--- config.mk ---
export PLATFORM = sky130hd
export DESIGN_NAME = mem_arbiter
export DESIGN_NICKNAME = d
export VERILOG_FILES = /design/src/rtl/mem_arbiter_pkg.sv /design/src/rtl/mem_arb_grant.sv /design/src/rtl/mem_arbiter.sv
export SDC_FILE = /design/constraint.sdc
export NUM_CORES = 1
export LEC_CHECK = 0
export CORE_MARGIN = 1.5
export CORE_UTILIZATION = 40
export DETAILED_ROUTE_END_ITERATION = 16
export GPL_TIMING_DRIVEN = 0
export PLACE_DENSITY = 0.81
export SETUP_SLACK_MARGIN = 0.15
export SYNTH_ARGS = -nofsm -noshare
export SYNTH_HDL_FRONTEND = slang
export SYNTH_SLANG_ARGS = --single-unit
--- constraint.sdc ---
create_clock -name clk -period 1.86 [get_ports clk]
set_input_delay 0.186 -clock clk [delete_from_list [all_inputs] [get_ports clk]]
set_output_delay 0.186 -clock clk [all_outputs]
set_load 0.005 [all_outputs]
--- src/rtl/mem_arbiter_pkg.sv ---
// -----------------------------------------------------------------------------
// mem_arbiter_pkg
// Shared types and helpers for the unified-memory arbiter (mem_arbiter) and
// its tie-break sub-module (mem_arb_grant).
//   - arb_state_t : arbiter FSM state encoding (ARB_IDLE/ARB_IF/ARB_D)
//   - arb_gnt_t   : grant identifier (ARB_GNT_IF / ARB_GNT_D)
//   - port_eligible() : request qualification shared by both ports
// Optional feature macro used by the files that import this package:
//   MEM_ARB_RR_EN - round-robin tie-break instead of fixed D-over-IF priority.
// -----------------------------------------------------------------------------
package mem_arbiter_pkg;

    localparam int ARB_STATE_WIDTH = 2;

    typedef enum logic [ARB_STATE_WIDTH-1:0] {
        ARB_IDLE = 2'd0,
        ARB_IF   = 2'd1,
        ARB_D    = 2'd2
    } arb_state_t;

    typedef enum logic {
        ARB_GNT_IF = 1'b0,
        ARB_GNT_D  = 1'b1
    } arb_gnt_t;

    // A port may be granted only when it is asking, is not already being
    // answered this cycle (its valid pulse means the request it holds is the
    // finished one), and is not blocked by an external condition.
    function automatic logic port_eligible(
        input logic req,
        input logic valid,
        input logic block
    );
        return req & ~valid & ~block;
    endfunction

endpackage

--- src/rtl/mem_arb_grant.sv ---
// -----------------------------------------------------------------------------
// mem_arb_grant
// Purely combinational tie-break between the fetch (IF) and load/store (D)
// ports of the memory arbiter.
// Ports:
//   if_elig   in  : IF port is eligible for a grant this cycle
//   d_elig    in  : D port is eligible for a grant this cycle
//   last_gnt  in  : port granted most recently (only with MEM_ARB_RR_EN)
//   gnt_id    out : winning port
//   gnt_valid out : at least one port is eligible; gnt_id is meaningful
// Macro MEM_ARB_RR_EN: when defined a tie goes to the port not granted last;
// otherwise D always wins a tie and no last-grant input exists.
// -----------------------------------------------------------------------------
module mem_arb_grant
    import mem_arbiter_pkg::*;
(
    input  logic     if_elig,
    input  logic     d_elig,
`ifdef MEM_ARB_RR_EN
    input  arb_gnt_t last_gnt,
`endif
    output arb_gnt_t gnt_id,
    output logic     gnt_valid
);

    // Pick the winner; a lone eligible port always wins outright.
    always_comb begin
        gnt_id    = ARB_GNT_IF;
        gnt_valid = if_elig | d_elig;
        if (if_elig && d_elig) begin
`ifdef MEM_ARB_RR_EN
            gnt_id = (last_gnt == ARB_GNT_IF) ? ARB_GNT_D : ARB_GNT_IF;
`else
            gnt_id = ARB_GNT_D;
`endif
        end else if (d_elig) begin
            gnt_id = ARB_GNT_D;
        end else begin
            gnt_id = ARB_GNT_IF;
        end
    end

endmodule

--- src/rtl/mem_arbiter.sv ---
// -----------------------------------------------------------------------------
// mem_arbiter
// Shares one single-port unified instruction/data memory between the fetch
// stage (IF port) and the load/store stage (D port). One access is in flight
// at a time; the memory side uses a registered request held until ack.
// Ports:
//   clk, reset            : clock, synchronous active-high reset
//   if_req/if_addr        : fetch request, held until if_valid
//   if_flush              : squashes an in-flight fetch, blocks new IF grants
//   if_rdata/if_valid     : registered fetch result, one-cycle valid pulse
//   if_stall              : if_req & ~if_valid (combinational)
//   d_req/d_we/d_addr/d_wdata : load/store request, held until d_valid
//   d_rdata/d_valid       : registered load data, one-cycle completion pulse
//   d_stall               : d_req & ~d_valid (combinational)
//   mem_req/mem_we/mem_addr/mem_wdata : registered memory request
//   mem_rdata/mem_ack     : memory read data and completion
// Macro MEM_ARB_RR_EN: round-robin tie-break with a last-grant register.
// Default (undefined): fixed priority, D wins ties, no last-grant register.
// -----------------------------------------------------------------------------
module mem_arbiter
    import mem_arbiter_pkg::*;
#(
    parameter int ADDR_WIDTH = 32,
    parameter int DATA_WIDTH = 32
) (
    input  logic                  clk,
    input  logic                  reset,
    input  logic                  if_req,
    input  logic [ADDR_WIDTH-1:0] if_addr,
    input  logic                  if_flush,
    output logic [DATA_WIDTH-1:0] if_rdata,
    output logic                  if_valid,
    output logic                  if_stall,
    input  logic                  d_req,
    input  logic                  d_we,
    input  logic [ADDR_WIDTH-1:0] d_addr,
    input  logic [DATA_WIDTH-1:0] d_wdata,
    output logic [DATA_WIDTH-1:0] d_rdata,
    output logic                  d_valid,
    output logic                  d_stall,
    output logic                  mem_req,
    output logic                  mem_we,
    output logic [ADDR_WIDTH-1:0] mem_addr,
    output logic [DATA_WIDTH-1:0] mem_wdata,
    input  logic [DATA_WIDTH-1:0] mem_rdata,
    input  logic                  mem_ack
);

    // ------------------------------------------------------------------
    // State and register declarations
    // ------------------------------------------------------------------
    arb_state_t            state_r;
    arb_state_t            state_nxt_s;

    logic                  mem_req_r;
    logic                  mem_req_nxt_s;
    logic                  mem_we_r;
    logic                  mem_we_nxt_s;
    logic [ADDR_WIDTH-1:0] mem_addr_r;
    logic [ADDR_WIDTH-1:0] mem_addr_nxt_s;
    logic [DATA_WIDTH-1:0] mem_wdata_r;
    logic [DATA_WIDTH-1:0] mem_wdata_nxt_s;

    logic [DATA_WIDTH-1:0] if_rdata_r;
    logic [DATA_WIDTH-1:0] if_rdata_nxt_s;
    logic                  if_valid_r;
    logic                  if_valid_nxt_s;
    logic [DATA_WIDTH-1:0] d_rdata_r;
    logic [DATA_WIDTH-1:0] d_rdata_nxt_s;
    logic                  d_valid_r;
    logic                  d_valid_nxt_s;

    // drop remembers that the fetch in flight was flushed, so its data is
    // discarded even if if_flush has already fallen by the ack cycle.
    logic                  drop_r;
    logic                  drop_nxt_s;

    logic                  if_elig_s;
    logic                  d_elig_s;
    arb_gnt_t              gnt_id_s;
    logic                  gnt_valid_s;

`ifdef MEM_ARB_RR_EN
    arb_gnt_t              last_gnt_r;
    arb_gnt_t              last_gnt_nxt_s;
`endif

    // ------------------------------------------------------------------
    // Eligibility and tie-break
    // ------------------------------------------------------------------
    assign if_elig_s = port_eligible(if_req, if_valid_r, if_flush);
    assign d_elig_s  = port_eligible(d_req, d_valid_r, 1'b0);

    mem_arb_grant u_grant (
        .if_elig   (if_elig_s),
        .d_elig    (d_elig_s),
`ifdef MEM_ARB_RR_EN
        .last_gnt  (last_gnt_r),
`endif
        .gnt_id    (gnt_id_s),
        .gnt_valid (gnt_valid_s)
    );

    // ------------------------------------------------------------------
    // Next-state and next-register logic
    // ------------------------------------------------------------------
    // FSM transitions plus the next value of every datapath register.
    always_comb begin
        state_nxt_s     = state_r;
        mem_req_nxt_s   = mem_req_r;
        mem_we_nxt_s    = mem_we_r;
        mem_addr_nxt_s  = mem_addr_r;
        mem_wdata_nxt_s = mem_wdata_r;
        if_rdata_nxt_s  = if_rdata_r;
        d_rdata_nxt_s   = d_rdata_r;
        if_valid_nxt_s  = 1'b0;
        d_valid_nxt_s   = 1'b0;
        drop_nxt_s      = drop_r;
`ifdef MEM_ARB_RR_EN
        last_gnt_nxt_s  = last_gnt_r;
`endif

        case (state_r)
            ARB_IDLE: begin
                if (gnt_valid_s) begin
                    mem_req_nxt_s = 1'b1;
                    drop_nxt_s    = 1'b0;
`ifdef MEM_ARB_RR_EN
                    last_gnt_nxt_s = gnt_id_s;
`endif
                    if (gnt_id_s == ARB_GNT_D) begin
                        state_nxt_s     = ARB_D;
                        mem_we_nxt_s    = d_we;
                        mem_addr_nxt_s  = d_addr;
                        mem_wdata_nxt_s = d_wdata;
                    end else begin
                        // Fetches never write; keep wdata where it was.
                        state_nxt_s     = ARB_IF;
                        mem_we_nxt_s    = 1'b0;
                        mem_addr_nxt_s  = if_addr;
                        mem_wdata_nxt_s = mem_wdata_r;
                    end
                end else begin
                    state_nxt_s   = ARB_IDLE;
                    mem_req_nxt_s = 1'b0;
                end
            end

            ARB_IF: begin
                if (mem_ack) begin
                    state_nxt_s   = ARB_IDLE;
                    mem_req_nxt_s = 1'b0;
                    // A flush in the ack cycle itself squashes too.
                    if (drop_r || if_flush) begin
                        drop_nxt_s     = 1'b0;
                        if_valid_nxt_s = 1'b0;
                    end else begin
                        if_rdata_nxt_s = mem_rdata;
                        if_valid_nxt_s = 1'b1;
                    end
                end else begin
                    state_nxt_s = ARB_IF;
                    if (if_flush) begin
                        drop_nxt_s = 1'b1;
                    end else begin
                        drop_nxt_s = drop_r;
                    end
                end
            end

            ARB_D: begin
                if (mem_ack) begin
                    state_nxt_s   = ARB_IDLE;
                    mem_req_nxt_s = 1'b0;
                    d_valid_nxt_s = 1'b1;
                    // Stores complete without touching the load data.
                    if (!mem_we_r) begin
                        d_rdata_nxt_s = mem_rdata;
                    end else begin
                        d_rdata_nxt_s = d_rdata_r;
                    end
                end else begin
                    state_nxt_s = ARB_D;
                end
            end

            default: begin
                state_nxt_s   = ARB_IDLE;
                mem_req_nxt_s = 1'b0;
                drop_nxt_s    = 1'b0;
            end
        endcase
    end

    // ------------------------------------------------------------------
    // Registers
    // ------------------------------------------------------------------
    // State and datapath registers with synchronous reset.
    always_ff @(posedge clk) begin
        if (reset) begin
            state_r     <= ARB_IDLE;
            mem_req_r   <= 1'b0;
            mem_we_r    <= 1'b0;
            mem_addr_r  <= {ADDR_WIDTH{1'b0}};
            mem_wdata_r <= {DATA_WIDTH{1'b0}};
            if_rdata_r  <= {DATA_WIDTH{1'b0}};
            if_valid_r  <= 1'b0;
            d_rdata_r   <= {DATA_WIDTH{1'b0}};
            d_valid_r   <= 1'b0;
            drop_r      <= 1'b0;
        end else begin
            state_r     <= state_nxt_s;
            mem_req_r   <= mem_req_nxt_s;
            mem_we_r    <= mem_we_nxt_s;
            mem_addr_r  <= mem_addr_nxt_s;
            mem_wdata_r <= mem_wdata_nxt_s;
            if_rdata_r  <= if_rdata_nxt_s;
            if_valid_r  <= if_valid_nxt_s;
            d_rdata_r   <= d_rdata_nxt_s;
            d_valid_r   <= d_valid_nxt_s;
            drop_r      <= drop_nxt_s;
        end
    end

`ifdef MEM_ARB_RR_EN
    // Last-grant register; IF after reset so D wins the first tie.
    always_ff @(posedge clk) begin
        if (reset) begin
            last_gnt_r <= ARB_GNT_IF;
        end else begin
            last_gnt_r <= last_gnt_nxt_s;
        end
    end
`endif

    // ------------------------------------------------------------------
    // Outputs
    // ------------------------------------------------------------------
    assign mem_req   = mem_req_r;
    assign mem_we    = mem_we_r;
    assign mem_addr  = mem_addr_r;
    assign mem_wdata = mem_wdata_r;
    assign if_rdata  = if_rdata_r;
    assign if_valid  = if_valid_r;
    assign d_rdata   = d_rdata_r;
    assign d_valid   = d_valid_r;

    // Stalls follow the live request so a requester sees the stall in the
    // same cycle it raises req.
    assign if_stall  = if_req & ~if_valid_r;
    assign d_stall   = d_req & ~d_valid_r;

endmodule
# Word level (Yosys, flattened, before mapping)
# Cells that the tools add are included.
op_classes:
  eq_ne: 6
  reduce_logical: 11
  n_mux: 19
  bitwise_logic: 12
ops:
  columns: ["op", "n"]
  rows:
  - ["$mux W32", 1]
  - ["$mux W1", 12]
  - ["$reduce_and A3 Y1", 3]
  - ["$not A1 Y1", 8]
  - ["$mux W2", 3]
  - ["$ne A3 B3 Y1 const B", 2]
  - ["$pmux W2 S3", 1]
  - ["$reduce_and A4 Y1", 1]
  - ["$reduce_or A2 Y1", 2]
  - ["$and A1 B1 Y1", 3]
  - ["$pmux W1 S3", 1]
  - ["$reduce_or A3 Y1", 1]
  - ["$eq A2 B1 Y1 const B", 1]
  - ["$eq A2 B2 Y1 const B", 1]
  - ["$logic_not A2 Y1", 1]
  - ["$ne A2 B1 Y1 const B", 1]
  - ["$ne A2 B2 Y1 const B", 1]
  - ["$pmux W1 S2", 1]
  - ["$reduce_and A2 Y1", 1]
  - ["$logic_and A1 B1 Y1", 1]
  - ["$logic_or A1 B1 Y1", 1]
  - ["$or A1 B1 Y1", 1]
totals:
  input_bits: 135
  elab_cells: 58
  regBits: 135

# Longest topological paths before layout
depth:
  ltp_word: 8
  mapped_depth: 7

# Cells and area by module
# A second synthesis with hierarchy kept.
hier_totals:
  cells_unflattened: 608
  area_unflattened_um2: 5101.1
by_module_without_submodules:
  columns: ["mod", "area_per_inst_um2", "seq_area_each_um2", "cells_each", "instances"]
  rows:
  - ["mem_arbiter", 5091.1, 2702.6, 606, 1]
  - ["mem_arb_grant", 10.0, 0.0, 2, 1]

# Worst setup path before layout
# Ideal clock, no wire load.
synth_timing:
  kind: "reg-to-reg"
  from: "register state_r[0]"
  to: "register mem_addr_r[23], in the netlist mem_addr[23]"
  arrival_ps: 1437
  required_time_ps: 1802
  synth_period_minus_slack_ps: 1496
  path_slack_ps: 364
  stages_incl_launch_ff: 8
  path_cell_list: "dfxtp_1 > inv_1 > ha_1 > and3b_1 > buf_6 > buf_4 > a21oi_1 > o221a_2"
synth_between:
  elab_chain_len: 2
synth_rtl:
  columns: ["element", "line", "rtl"]
  rows:
  - ["from (decl)", "mem_arbiter.sv:52", "arb_state_t state_r;"]
  - ["from (signal assigned)", "mem_arbiter.sv:212", "state_r <= state_nxt_s;"]
  - ["$logic_not A2 Y1", "mem_arbiter.sv:123", "case (state_r)"]
  - ["$reduce_and A2 Y1 (no line)", null, null]
  - ["to (signal assigned)", "mem_arbiter.sv:204", "mem_addr_r <= {ADDR_WIDTH{1'b0}};"]
  - ["to (signal assigned)", "mem_arbiter.sv:215", "mem_addr_r <= mem_addr_nxt_s;"]
  - ["to (decl)", "mem_arbiter.sv:59", "logic [ADDR_WIDTH-1:0] mem_addr_r;"]
# Every way passes these cells.
# A chain may end at the register's enable or synchronous reset.

# Worst setup path in the final report
layout_timing:
  from: "register state_r[0]"
  to: "register mem_addr_r[26], in the netlist mem_addr[26]"
# Same word-level chain as after synthesis.

==> results.yml <==
run_status:
  status: "finished clean"
setup_path:
  crit_fanout: 10
  r2r_slack_ns: 0.27
  startpoint: "state_r[0]"
  cp.required_ns: 2.22
  reg2reg_depth: 7
  reg2reg_from: "state_r[0]"
  worstSetupStartpointType: "flop"
  reg2reg_to: "mem_addr[26]"
  criticalPathCategory: "reg2reg"
  cp-endpoint: "mem_addr[26]"
  critPathArrivalTime_ns: 1.95
  cp-end-kind: "flop"
global_route:
  grt_pass1_vias: 4856
  grt_antenna_before_repair: 0
  grt_pass1_wl_um: 24200
  grt_use_total_pct: 23.2
  overflow: 0
  grt_max_degree: 17
route:
  first_pass_iters: 5
  wl_um: 16400
  drc: 0
  first_iter_violations: 285
  vias: 5224
  wl_per_cell_um: 15.2
  antenna_left: 0
  vias_per_cell: 4.86
logic_synthesis:
  synth_top_family_by_area: "compound AO/OA/AOI/OAI gates"
  yosys.area_share.adder_pct: 0.971
  async_reset_ff_share_pct: 0
  synth_flop_cell: "dfxtp_1"
  synth_fp_nets: 742
  syn_area_um2: 5160
  ys.warnings.count: 0
  synth.distinct_cells: 30
  synth_edf_count: 0
  synth-compound-area-share_pct: 20.4
  synth_xor_area_share_pct: 0
  avgSynthCellArea_um2: 8.55
  synthMuxAreaShare_pct: 0
  ys_ff_latch: 135
  synth_simple_gate_area_share_pct: 17.6
  synth-seq-area-share_pct: 52.4
  synth_cells: 603
die:
  io_pins: 269
  fp.dieH_um: 117
  die-area_um2: 13600
  coreArea_um2: 12600
  row_count: 41
  die_w_um: 117
  initial_core_util_pct: 40.9
cells_and_area:
  area_growth_pct: 68.8
  antenna_cells: 0
  final.fill_count: 1011
  layout.cells.non_filler: 1076
  layout_commonest_cell: "clkdlybuf4s50_1"
  drive_above_1_share_pct: 11.3
  final_cell_mix: "clkdlybuf4s50_1 (266), nand2_1 (193), dfxtp_1 (135)"
  layout.nets: 1030
sta:
  hold_viol: 0
  rsz0062_at_grt: "false"
  min_period_over_period_pct: 85.3
  setup_violations: 0
  min_period_ns: 1.59
  worst_pin_slew_ns: 0.567
  finalClockSkew_ns: 0.00475
  maxSlewViolCount: 0
  maxSlewHeadroom_pct: 62.2
  fin_tns_setup_ns: 0
  max_freq_ghz: 0.630
worst_hold_path:
  hold_path.startpoint: "d_wdata[27]"
  min_path_type: "in2reg"
clock_tree:
  numCtsBuffers: 17
  clockBufferDepth: 2
  insertion_delay_ns: 0.42
  clk_pin_slew_ns: 0.06
  clock-sinks: 135
  htreeDepth: 4
  cts_hold_buf: 0
  cts_tree: "done"
  cts_root_buf: "clkbuf_16"
pwr:
  power_density_nw_per_um2: 914
  p_int_uw: 6130
  switching_share_pct: 22.9
  peakVddDrop_mv: 0.706
  leakage_uw: 0.00332
  p_seq_share_pct: 39.5
  netSwitchingPower_uw: 1820
  clkPwrFrac_pct: 45.1
  p_comb_share_pct: 15.4
placement:
  place_hpwl_um: 11900
  port_buffers: 267
  dp_cells: 1042
  routabilityCongestion: 0.816
job:
  maxCapViolCount: 0
## worst max-delay path, stage by stage (launching register included)
cell and delay [ns]:
dfxtp_1 0.36, inv_1 0.07, ha_2 0.23, and3b_1 0.20, buf_6 0.14, buf_4 0.18
a21oi_1 0.15, o221a_2 0.19
## state kept, by name, summed over array words and instances (netlist names)
signal     flops
if_valid       1
mem_req        1
mem_we         1
drop_r         1
d_valid        1
mem_wdata     32
d_rdata       32
if_rdata      32
state_r        2
mem_addr      32
## layout make-up
cell class / instances / area (µm²) / area share (%)
buffer: 47 / 315 / 3.62
clock buffer: 20 / 457 / 5.25
clock inverter: 12 / 175 / 2.01
inverter: 36 / 135 / 1.55
multi-input combinational: 385 / 2010 / 23.1
sequential: 135 / 2700 / 31.1
tap: 172 / 215 / 2.47
timing repair buffer: 269 / 2690 / 30.9
## layer usage
layer  track usage [%]  up-vias  share of wire (%)
met5                 0        -                  0
met4              9.24        0                2.5
met3              10.8       33                 10
met2              41.1      207                 49
met1              23.9     2395                 38
li1                  -     2589                  -
## synthesized netlist by cell type (2+ instances only)
master    number  area (µm²)
o221a_2       31         349
buf_6          5        56.3
ha_1           4        50.1
a21oi_1      129         646
clkbuf_1      21        78.8
o21a_1         2        15.0
nor2_1         3        11.3
nor2b_1        3        18.8
buf_12         3        60.1
buf_4          9        67.6
inv_1         36         135
nand2b_1       2        12.5
nand3b_1       2        15.0
nand2_1      193         724
buf_2          9        45.0
nor3_1         2        10.0
dfxtp_1      135        2700
and3b_1        2        17.5
## worst min-delay path by stage
stage | endpoint | slack [ns] | cells past startpoint
floorplan | d_valid | 0.30 | 2
global placement | d_rdata[14] | 0.44 | 2
detailed placement | mem_wdata[24] | 0.45 | 2
CTS | mem_wdata[27] | 0.30 | 3
global route | mem_wdata[20] | 0.32 | 3
finish | mem_wdata[27] | 0.32 | 3
## metrics by stage
step / total power, µW / setup WS (ns) / hold WS [ns] / area (µm²) / util [%]
after floorplan: 3680 / 0.364 / 0.300 / 5160 / -
after global placement: 4410 / 0.112 / 0.440 / 8040 / 63.7
after detailed placement: 4420 / 0.0575 / 0.446 / 8040 / 63.7
after CTS: 8000 / 0.151 / 0.299 / 8680 / 68.8
after global routing: 8240 / 0.159 / 0.316 / 8700 / 69.0
final: 7950 / 0.273 / 0.315 / 8700 / 69.0
## repair_timing
item | 4_1_cts | 5_1_grt
gates resized for setup | 4 | 6
pin swaps | 0 | 1
setup endpoints to repair | 31 | 71
buffers inserted | 0 | 2
## power groups by stage
stage | combinational [µW] | sequential (µW) | clock, µW
4_1_cts | 1230 | 3140 | 3630
6_report | 1230 | 3140 | 3580
2_1_floorplan | 459 | 3220 | 0
5_1_grt | 1320 | 3160 | 3760
3_5_place_dp | 1220 | 3210 | 0
3_3_place_gp | 1210 | 3200 | 0
## kinds of logic after synthesis
| logic type | Yosys count |
|---|---|
| AOI/OAI and AO/OA | 167 |
| adders and majority gates | 4 |
| buffers and inverters | 83 |
| DFF | 135 |
| and+or+nand+nor | 214 |
(Power assumes the default switching activity.)
